==> src/rtl/lsu_pkg.sv <==
// Shared funct3 encodings, FSM state type and lane helpers for the load/store unit.
package lsu_pkg;

  localparam logic [2:0] F3_B  = 3'b000;
  localparam logic [2:0] F3_H  = 3'b001;
  localparam logic [2:0] F3_W  = 3'b010;
  localparam logic [2:0] F3_D  = 3'b011;
  localparam logic [2:0] F3_BU = 3'b100;
  localparam logic [2:0] F3_HU = 3'b101;
  localparam logic [2:0] F3_WU = 3'b110;

  typedef enum logic [1:0] {IDLE, ACCESS, WAIT, DONE} lsu_state_t;

  // Byte-lane mask of an access before it is shifted to its offset.
  function automatic logic [7:0] size_mask(input logic [2:0] funct3);
    case (funct3[1:0])
      2'b00:   size_mask = 8'h01;
      2'b01:   size_mask = 8'h03;
      2'b10:   size_mask = 8'h0F;
      default: size_mask = 8'hFF;
    endcase
  endfunction

  function automatic logic is_aligned(input logic [2:0] funct3, input logic [2:0] off);
    case (funct3[1:0])
      2'b00:   is_aligned = 1'b1;
      2'b01:   is_aligned = ~off[0];
      2'b10:   is_aligned = (off[1:0] == 2'b00);
      default: is_aligned = (off == 3'b000);
    endcase
  endfunction

endpackage

==> src/rtl/load_store_unit_load_extender.sv <==
// Picks the addressed bytes out of a raw memory row and sign/zero-extends them.
module load_extender
  import lsu_pkg::*;
#(
  parameter int data_bits = 32
) (
  input  logic [data_bits-1:0]            row,
  input  logic [$clog2(data_bits/8)-1:0]  off,
  input  logic [2:0]                      funct3,
  output logic [data_bits-1:0]            load_data
);

  logic [data_bits-1:0] shifted;

  always_comb begin
    shifted = row >> {off, 3'b000};
    case (funct3)
      F3_B:    load_data = data_bits'($signed(shifted[7:0]));
      F3_H:    load_data = data_bits'($signed(shifted[15:0]));
      F3_W:    load_data = data_bits'($signed(shifted[31:0]));
      F3_BU:   load_data = data_bits'(shifted[7:0]);
      F3_HU:   load_data = data_bits'(shifted[15:0]);
      F3_WU:   load_data = data_bits'(shifted[31:0]);
      default: load_data = shifted;
    endcase
  end

endmodule

==> src/rtl/load_store_unit.sv <==
// Load/store unit between the core and a synchronous byte-enabled data memory.
// state  | meaning
// IDLE   | waiting for a request; faults are flagged here combinationally
// ACCESS | single memory strobe cycle with the registered address/lanes
// WAIT   | load only: down-counter covers the remaining read latency
// DONE   | store retires / load data extended and load_valid pulsed
module load_store_unit
  import lsu_pkg::*;
#(
  parameter int data_bits    = 32,
  parameter int addr_bits    = 32,
  parameter int read_latency = 1
) (
  input  logic                                        clk,
  input  logic                                        rst,
  input  logic [addr_bits-1:0]                        address,
  input  logic [data_bits-1:0]                        store_data,
  input  logic [2:0]                                  funct3,
  input  logic                                        memory_read,
  input  logic                                        memory_write,
  output logic [addr_bits-$clog2(data_bits/8)-1:0]    mem_address,
  output logic [data_bits-1:0]                        mem_write_data,
  output logic [data_bits/8-1:0]                      mem_byte_enable,
  output logic                                        mem_write_enable,
  output logic                                        mem_read_enable,
  input  logic [data_bits-1:0]                        mem_read_data,
  output logic [data_bits-1:0]                        load_data,
  output logic                                        load_valid,
  output logic                                        stall,
  output logic                                        access_fault
);

  localparam int lanes     = data_bits / 8;
  localparam int off_bits  = $clog2(lanes);
  localparam int cnt_bits  = $clog2(read_latency + 1);
  localparam int wait_load = (read_latency > 1) ? read_latency - 2 : 0;

  lsu_state_t            state;
  logic [cnt_bits-1:0]   wait_cnt;
  logic                  is_load_q;
  logic [off_bits-1:0]   off_q;
  logic [2:0]            funct3_q;
  logic [data_bits-1:0]  held_data;

  logic                  req;
  logic                  f3_illegal;
  logic                  fault;
  logic                  accept;
  logic [off_bits-1:0]   off;
  logic [lanes-1:0]      lane_mask;
  logic [data_bits-1:0]  repl_data;
  logic [data_bits-1:0]  extended;

  always_comb begin
    req        = memory_read | memory_write;
    off        = address[off_bits-1:0];
    f3_illegal = (funct3 == 3'b111) ||
                 ((data_bits == 32) && ((funct3 == F3_D) || (funct3 == F3_WU)));
    fault      = f3_illegal || (memory_read && memory_write) ||
                 !is_aligned(funct3, address[2:0]);
    accept     = (state == IDLE) && req && !fault;
    lane_mask  = lanes'(size_mask(funct3)) << off;
    case (funct3[1:0])
      2'b00:   repl_data = {lanes{store_data[7:0]}};
      2'b01:   repl_data = {(lanes/2){store_data[15:0]}};
      2'b10:   repl_data = {(lanes/4){store_data[31:0]}};
      default: repl_data = store_data;
    endcase
  end

  assign access_fault = (state == IDLE) && req && fault;
  assign stall        = accept || (state == ACCESS) || (state == WAIT);
  // The raw row is only valid during DONE, so the fresh result bypasses the holding register.
  assign load_data    = load_valid ? extended : held_data;

  load_extender #(.data_bits(data_bits)) u_load_extender (
    .row       (mem_read_data),
    .off       (off_q),
    .funct3    (funct3_q),
    .load_data (extended)
  );

  always_ff @(posedge clk) begin
    if (rst) begin
      state            <= IDLE;
      wait_cnt         <= '0;
      is_load_q        <= 1'b0;
      off_q            <= '0;
      funct3_q         <= '0;
      held_data        <= '0;
      mem_address      <= '0;
      mem_write_data   <= '0;
      mem_byte_enable  <= '0;
      mem_write_enable <= 1'b0;
      mem_read_enable  <= 1'b0;
      load_valid       <= 1'b0;
    end else begin
      mem_address      <= '0;
      mem_write_data   <= '0;
      mem_byte_enable  <= '0;
      mem_write_enable <= 1'b0;
      mem_read_enable  <= 1'b0;
      load_valid       <= 1'b0;
      case (state)
        IDLE: begin
          if (accept) begin
            state            <= ACCESS;
            is_load_q        <= memory_read;
            off_q            <= off;
            funct3_q         <= funct3;
            mem_address      <= address[addr_bits-1:off_bits];
            mem_write_enable <= memory_write;
            mem_read_enable  <= memory_read;
            if (memory_write) begin
              mem_byte_enable <= lane_mask;
              mem_write_data  <= repl_data;
            end
          end
        end
        ACCESS: begin
          if (is_load_q && (read_latency > 1)) begin
            state    <= WAIT;
            wait_cnt <= cnt_bits'(wait_load);
          end else begin
            state      <= DONE;
            load_valid <= is_load_q;
          end
        end
        WAIT: begin
          if (wait_cnt == '0) begin
            state      <= DONE;
            load_valid <= 1'b1;
          end else begin
            wait_cnt <= wait_cnt - cnt_bits'(1);
          end
        end
        DONE: begin
          state <= IDLE;
          if (is_load_q) held_data <= extended;
        end
        default: state <= IDLE;
      endcase
    end
  end

endmodule

==> config.mk <==
export PLATFORM = sky130hd
export DESIGN_NAME = load_store_unit
export DESIGN_NICKNAME = d
export VERILOG_FILES = /design/src/rtl/lsu_pkg.sv /design/src/rtl/load_store_unit_load_extender.sv /design/src/rtl/load_store_unit.sv
export SDC_FILE = /design/constraint.sdc
export NUM_CORES = 1
export LEC_CHECK = 0
export ABC_AREA = 1
export CAP_MARGIN = 20
export CORE_UTILIZATION = 47
export CTS_BUF_LIST = sky130_fd_sc_hd__clkbuf_8
export CTS_CLUSTER_DIAMETER = 200
export DETAILED_ROUTE_END_ITERATION = 6
export PLACE_DENSITY = 0.85
export SYNTH_ARGS = -nofsm -noshare
export SYNTH_HDL_FRONTEND = slang
export SYNTH_SLANG_ARGS = --single-unit
==> constraint.sdc <==
create_clock -name clk -period 2.6 [get_ports clk]
set_clock_uncertainty 0.2 [all_clocks]
set_input_delay 0.52 -clock clk [delete_from_list [all_inputs] [get_ports clk]]
set_output_delay 0.52 -clock clk [all_outputs]
set_load 0.005 [all_outputs]
==> impl_metrics.ini, run 1 <==
[clock_tree]
clock_latency_ns = 0.38
cts.sinks = 109
htreeDepth = 3
cts_buffers = 9
clk_path_buf_depth = 2
clockRootBuffer = clkbuf_8
ctsHoldBuffers = 0
tritoncts = built
clk_pin_slew_ns = 0.11

[worst_setup_path]
start_kind = register
worstSetupPathType = reg2out
endpoint_kind = primary output
worst_ep_required_time_ns = 1.88
r2r_start = state[1]
crit_fanout = 7
startpoint = off_q[1]
crit_arrival_ns = 1.90

[timing]
min_period_ns = 2.62
drv_slew = 0
maxSlewHeadroom = 0.514
fin_ws_ns = -0.0174
timing.final.hold_violations = 0
tightest_slew_ns = 0.728
setup_violations = 5
rsz0062_at_grt = true
whs_ns = 0.327
finalCritPeriodShare = 1.01
fmax_mhz = 382

[detailed_routing]
viasPerCell = 5.25
ant_nets = 0
wire_per_inst_um = 16.2
drt_iter0_drc = 321
drc_errors = 0
first_pass_iters = 5
vias = 5784
wirelength_mm = 17.8

[power_and_ir_drop]
leakagePower_uw = 0.00379
vdd_drop_max_mv = 0.403
power_density_mw_per_mm2 = 619

[synth]
yosysWarnings = 0
synthesis.nets = 809
synth_cells = 702
synth_area_mm2 = 0.00481
yosys_register_bits = 109
syn_avg_cell_area_um2 = 6.86
yosysSeqAreaShare = 0.453
synth_cell_type_count = 26

[global_route]
overflow = 0
grt_pass1_vias = 5623
grt_pass1_wl_mm = 25.3
antenna_found_initial = 0
grtUsageTotal = 0.312
grt_max_degree = 34

[placed_design]
dp_slack_ns = -0.451
dp_hpwl_mm = 11.7
io_buffers = 205
place.gp.congestion = 0.939

[final_layout]
fillers = 608
nNetsFinal = 1070
layout-drive-gt1-share = 0.200
syn2layout_area_growth_pct = 66.7
multiInputGateArea_mm2 = 0.00246
seq_area_mm2 = 0.00219

[die]
die_h_um = 103
initial_utilization = 0.488
die_area_mm2 = 0.0107
ios = 206
rows = 36
die_w_um = 103
core-area_mm2 = 0.00986

[hold_path]
min_path_type = reg2reg
hold_path.startpoint = is_load_q

[run]
drv_cap = 0

[status]
violations = negative setup slack
status = finished with violations
power breakdown:
group          internal [uW]  total, uW  switching [uW]
Combinational           1080       2160            1080
Clock                    361        998             638
Sequential              1760       1810            48.8
Yosys cell counts:
library cell,instances,area [um^2]
inv_4,1,6.26
nor2_4,1,11.3
buf_1,1,3.75
buf_2,18,90.1
buf_6,4,45.0
nor3_1,1,5.00
nand3_1,57,285
nand3_4,1,17.5
inv_1,66,248
a21boi_0,1,7.51
buf_4,1,7.51
nand3_2,2,20.0
ha_1,4,50.1
nand4_1,1,6.26
o22ai_1,1,6.26
a31oi_1,7,43.8
o211ai_1,7,52.6
clkbuf_1,18,67.6
nand2_1,148,556
nor2_1,145,544
o21ai_0,58,290
nand2_4,1,11.3
nor2_2,12,75.1
inv_2,2,7.51
a21oi_1,35,175
dfxtp_1,109,2180
registers in the layout, indices dropped and copies added, names as in the netlist, 2 cells and up:
name / count
held_data: 32
mem_write_data: 32
mem_address: 30
mem_byte_enable: 4
funct3_q: 3
off_q: 2
state: 2
stage by stage:
step           TNS (ns)  std cells   util  total power [uW]  cell area [um^2]
2_1_floorplan         0        702      -              2570              4810
3_3_place_gp     -11.27       1055  0.741              3310              7310
3_5_place_dp     -12.25       1055  0.741              3370              7310
4_1_cts         -0.0795       1095  0.794              4680              7830
5_1_grt           -1.50       1101  0.814              5200              8030
6_report        -0.0484       1102  0.814              4970              8030
cell usage in the layout, fill, tap and decap left out, drive strengths merged, types with 3 or more instances in the layout:
cell	netlist	final
dlygate4sd2	0	13
a31oi	7	7
clkinvlp	0	3
nand3	60	60
o211ai	7	7
o21ai	58	58
buf	24	106
clkbuf	18	16
nor2	158	158
dfxtp	109	109
nand2	149	149
a21oi	35	35
inv	69	72
ha	4	4
clkdlybuf4s50	0	164
path summary, 6_finish.rpt:
path                        end  slack (ns)  depth (start not counted)
setup / recovery  load_data[20]       -0.02                          9
hold / removal        is_load_q        0.33                          2
setup reg to reg   held_data[7]        0.63                          6
hold reg to reg       is_load_q        0.33                          2
critical path, stage by stage, from the launching register on:
cell	delay, ns
dfxtp_2	0.38
inv_1	0.22
nand3_2	0.16
nand3_4	0.11
buf_12	0.16
buf_12	0.15
nand3_2	0.08
nand2_1	0.06
nand2_1	0.07
buf_2	0.13
cells by family (layout without fill, tap and decap cells):
kind of cell	count (synthesis)	in the layout	share of synthesized area
simple gates	369	369	0.318
buf+inv	111	377	0.0988
compound gates	109	109	0.120
flops	109	109	0.453
fa+ha+maj	4	4	0.0104
other cells	0	1	0
what timing repair did:
item                       4_1_cts  5_1_grt
cloned                           1        0
gates resized for setup        166       61
setup endpoints to repair       34       30
setup buffers                   23        8
pin swaps                       16       24
routing by layer:
metal / share of wire / GRT usage
met3: 0.10 / 0.0934
met4: 0.048 / 0.172
met5: 0 / 0
met1: 0.34 / 0.318
met2: 0.50 / 0.570
final cells by class:
type / count / share of cell area
timing repair buffer: 292 / 0.344
multi-input combinational: 482 / 0.307
sequential: 109 / 0.272
inverter: 69 / 0.0332
tap: 133 / 0.0207
clock buffer: 9 / 0.0154
clock inverter: 7 / 0.00701
antenna: 1 / 0.000312
Note: power is estimated with default switching activity, not from simulation.
==> run 2: changes to the inputs <==
- CELL_PAD_IN_SITES_DETAIL_PLACEMENT: default -> 0
- CELL_PAD_IN_SITES_GLOBAL_PLACEMENT: default -> 2
- CORE_UTILIZATION: 47 -> 24
- PLACE_DENSITY: 0.85 -> 0.84
==> impl_metrics.ini, run 2 (synthesized netlist as in run 1, its figures left out) <==
[worst_setup_path]
crit_fanout = 6
slowest_delay_ns = 0.39
worstSetupPathType = reg2out
start_kind = register
crit_arrival_ns = 1.85
crit_buf_inv = 6
cp_cell_sequence = inv_8 > buf_6 > buf_6 > nand2_4 > nand2_4 > nand3_4 > buf_12 > buf_8 > nand3_4 > nand2_2 > nand2_2 > clkbuf_2
crit_family = buffers and inverters
cp_slowest_cell = dfxtp_4
reg2reg_depth = 10
endpoint_kind = primary output
rrSetupSlack_ns = 0.62
r2r_start = state[1]
worst_ep_required_time_ns = 1.88
r2r_end = mem_write_data[8]

[hold_path]
min_path_type = reg2reg
holdPathEnd = is_load_q
min_path_cells = 2
hold_path.startpoint = is_load_q

[status]
status = complete, no violations

[final_layout]
syn2layout_area_growth_pct = 74.7
layout_common_cells = clkdlybuf4s50_1 (166), nor2_1 (141), nand2_1 (126)
final_common_cell = clkdlybuf4s50_1
final_util = 0.429
nNetsFinal = 1071
reg_top3 = held_data (32), mem_write_data (32), mem_address (30)
layout-drive-gt1-share = 0.231
antennaDiodeCount = 0

[die]
die_area_mm2 = 0.0206
die_w_um = 144
core-area_mm2 = 0.0196
rows = 51
ios = 206
die_h_um = 144
initial_utilization = 0.246

[placed_design]
dp_hpwl_mm = 12.0
place.gp.congestion = 0.838
io_buffers = 205
dp_slack_ns = -0.419

[clock_tree]
clk_pin_slew_ns = 0.10
ctsHoldBuffers = 0
cts_buffers = 9
clk_path_buf_depth = 2
clockRootBuffer = clkbuf_8
clock_latency_ns = 0.37
htreeDepth = 3
tritoncts = built
cts.sinks = 109

[detailed_routing]
drt_iter0_drc = 260
viasPerCell = 4.29
wirelength_mm = 17.4
first_pass_iters = 4
drc_errors = 0
vias = 5290
ant_nets = 0
wire_per_inst_um = 14.1

[run]
drv_cap = 0

[global_route]
grt_max_degree = 48
overflow = 0
grt_pass1_vias = 5168
grt_pass1_wl_mm = 26.8
antenna_found_initial = 0
grtUsageTotal = 0.170

[power_and_ir_drop]
power_density_mw_per_mm2 = 610
vdd_drop_max_mv = 0.241
leakagePower_uw = 0.00387

[timing]
fmax_mhz = 389
tightest_slew_ns = 0.467
rsz0062_at_grt = true
min_period_ns = 2.57
fin_ws_ns = 0.0261
drv_slew = 0
timing.final.hold_violations = 0
finalCritPeriodShare = 0.990
maxSlewHeadroom = 0.688
setup_violations = 0
## run 2: cell types whose count changed in the layout (fill, tap and decap cells not counted), sizes merged
cell           delta
diode             -1
clkbuf            +9
clkdlybuf4s15     -1
clkinvlp          -3
buf               -5
dlygate4sd2       -3
clkdlybuf4s50     +2
clkinv            +1
bufinv            +1
## run 2: power breakdown
part	leakage [uW]	internal [uW]	switching (uW)	total [uW]
clock	0.000110	484	629	1110
combinational	0.00288	1120	1090	2220
sequential	0.000883	1760	45.4	1800
total	0.00387	3370	1770	5130
## run 2: how the worst max path moves through the flow
stage,startpoint,to,cells past startpoint
floorplan,funct3[1],stall,8
global placement,mem_read_data[28],load_data[4],6
detailed placement,mem_read_data[27],load_data[3],7
CTS,off_q[0],load_data[13],10
global route,off_q[0],load_data[27],12
finish,off_q[0],load_data[28],12
## run 2: worst reg2reg max path, delay by kind of cell, from the launching register on
family          cells  cell delay, ns
buf+inv             4            0.72
fa+ha+maj           1            0.19
flops               1            0.37
compound gates      1            0.10
simple gates        4            0.30
## run 2: final cells by class
cell class	count	area (um^2)
multi-input cells	482	2630
clock inverters	6	71.3
flip-flops and latches	109	2190
repair buffers	293	2790
fillers	2008	11200
clock buffers	10	138
well taps	265	332
inverters	69	269
## run 2: routing by layer
layer  wire [um]  up-vias  global-route usage
li1            -     2727                   -
met5           0        -                   0
met2        7940      183               0.285
met4         357        0              0.0549
met1        7470     2355               0.201
met3        1640       25              0.0636
## run 2: stage by stage
step	hold WS (ns)	TNS, ns	power (uW)	std cells	cell area [um^2]
after global placement	0.309	-11.37	3460	1187	7490
after global routing	0.367	-0.745	5480	1234	8410
final	0.326	0	5130	1234	8410
after floorplan	0.275	0	2570	702	4810
after detailed placement	0.313	-11.40	3450	1187	7490
after CTS	0.336	-3.40	5050	1233	8220
## run 2: timing repair
action / 4_1_cts / 5_1_grt
cloned: 3 / 1
pin swaps: 13 / 33
setup buffers: 27 / 7
resized for setup: 137 / 140
setup endpoints to repair: 34 / 30
==> run 3: changes to the inputs <==
- ABC_CLOCK_PERIOD_IN_PS: default -> 2600
- CORE_UTILIZATION: 24 -> 25
- SYNTH_HIERARCHICAL: default -> 1
==> impl_metrics.ini, run 3 <==
[synth]
synth_ff_type = dfxtp_1
yosys_register_bits = 109
yosysWarnings = 6
synth_area_leaders = dfxtp_1 (44%), o21ai_0 (8.1%), nand2_1 (7.1%)
async_flop_share = 0
synth-edff-count = 0
syn_avg_cell_area_um2 = 7.42
synth_top_cell_area_share = 0.437
synthTopCellsByCount = dfxtp_1 (109), nand2_1 (95), inv_1 (85)
synth_cell_type_count = 29
synthesis.nets = 780
synth_area_mm2 = 0.00500
yosysSeqAreaShare = 0.437
synth_most_common_cell = dfxtp_1
synth_cells = 673
synth_area_leader_cell = dfxtp_1

[final_layout]
layout-drive-gt1-share = 0.221
nNetsFinal = 1017
reg_top3 = held_data (32), mem_write_data (32), mem_address (30)
final_util = 0.419
final_area_mm2 = 0.00817
fillers = 2059
layout_common_cells = clkdlybuf4s50_1 (163), dfxtp_1 (106), inv_1 (85)
final_common_cell = clkdlybuf4s50_1
syn2layout_area_growth_pct = 63.6

[timing]
timing.final.hold_violations = 0
fmax_mhz = 373
rsz0062_at_grt = true
tightest_slew_ns = 0.578
min_period_ns = 2.68
setup_violations = 3
drv_slew = 0
fin_ws_ns = -0.0794
finalCritPeriodShare = 1.03
maxSlewHeadroom = 0.615

[worst_setup_path]
crit_fanout = 7
worstSetupPathType = reg2out
worst_ep_required_time_ns = 1.88
rrSetupSlack_ns = 0.78
endpoint_kind = primary output
crit_arrival_ns = 1.96
start_kind = register

[power_and_ir_drop]
power_density_mw_per_mm2 = 550
p_int_uw = 2970
seqPwrFrac = 0.398
comb_power_share = 0.364
p_clk_frac = 0.239
swShare = 0.339
p_sw_uw = 1530
vdd_drop_max_mv = 0.310
power_uw = 4500
leakagePower_uw = 0.00344

[die]
die_area_mm2 = 0.0206
initial_utilization = 0.256
rows = 51
die_h_um = 143
die_w_um = 143
core-area_mm2 = 0.0195
ios = 206

[global_route]
grt_pass1_vias = 4890
overflow = 0
grt_pass1_wl_mm = 25.5
antenna_found_initial = 1
grt_max_degree = 66
grtUsageTotal = 0.163

[clock_tree]
clock_latency_ns = 0.39
tritoncts = built
clk_path_buf_depth = 2
clk_pin_slew_ns = 0.11
cts_buffers = 9
clockRootBuffer = clkbuf_8
cts.sinks = 109
ctsHoldBuffers = 0
htreeDepth = 3

[detailed_routing]
wire_per_inst_um = 14.0
wl_met3_mm = 1.32
drt-met1-wl_mm = 7.32
vias = 5086
viasPerCell = 4.31
met2_length_mm = 7.72
ant_nets = 0
wirelength_mm = 16.6
drt_iter0_drc = 149
drc_errors = 0
first_pass_iters = 4
dr.max_layer_used = met4

[placed_design]
dp_slack_ns = -0.432
io_buffers = 205
dp_hpwl_mm = 11.7
place.gp.congestion = 0.847
placed_cell_area_mm2 = 0.00760

[status]
status = finished with violations
violations = negative setup slack

[run]
drv_cap = 0

[hold_path]
min_path_type = reg2reg
run 3: timing repair:
action,4_1_cts,5_1_grt
buffers inserted,9,4
cloned,4,0
setup endpoints to repair,34,31
pin swaps,12,14
resized for setup,211,20
run 3: worst paths after layout:
check                      from                 end  cells after the start
setup reg to reg       state[0]  mem_write_data[16]                     10
hold reg to reg   held_data[16]       held_data[16]                      2
hold / removal    held_data[16]       held_data[16]                      2
setup / recovery       off_q[0]        load_data[9]                     12
run 3: logic make-up after synthesis:
logic type / share of synthesized area
flops: 0.437
simple gates: 0.248
fa+ha+maj: 0.0100
buf+inv: 0.119
compound gates: 0.187
run 3: layer usage:
layer / up-vias / GRT usage
met5: - / 0
met1: 2275 / 0.200
met3: 15 / 0.0593
met2: 159 / 0.266
met4: 0 / 0.0448
li1: 2637 / -
run 3: cell type report:
type | instances | area [um^2] | area share
Antenna cell | 1 | 2.50 | 0.000306
Clock buffer | 10 | 138 | 0.0168
Tap cell | 265 | 332 | 0.0406
Timing Repair Buffer | 267 | 2600 | 0.318
Sequential cell | 109 | 2190 | 0.268
Clock inverter | 6 | 58.8 | 0.00720
Inverter | 91 | 360 | 0.0441
Multi-Input combinational cell | 432 | 2490 | 0.305
run 3: through the flow:
step / hold WS [ns] / setup TNS, ns / std cells
finish: 0.255 / -0.108 / 1181
CTS: 0.260 / -0.810 / 1177
global placement: 0.236 / -11.59 / 1148
floorplan: 0.224 / 0 / 673
detailed placement: 0.241 / -11.73 / 1148
global route: 0.280 / -2.40 / 1181
run 3: power groups by stage:
stage | Clock [uW] | Sequential [uW] | Combinational [uW]
final | 1070 | 1790 | 1640
after global routing | 1200 | 1800 | 1790
after CTS | 1140 | 1790 | 1630
after detailed placement | 0 | 1830 | 1360
after global placement | 0 | 1830 | 1360
after floorplan | 0 | 1820 | 675
run 3: critical path, cell delays in order, from the launching register on:
cell     delay (ns)
dfxtp_4        0.37
buf_12         0.14
inv_12         0.07
nand2_4        0.05
nand3_4        0.07
nand3_4        0.13
buf_12         0.17
buf_16         0.14
buf_6          0.12
nand2_4        0.06
nand2_1        0.05
o21ai_1        0.07
buf_2          0.12
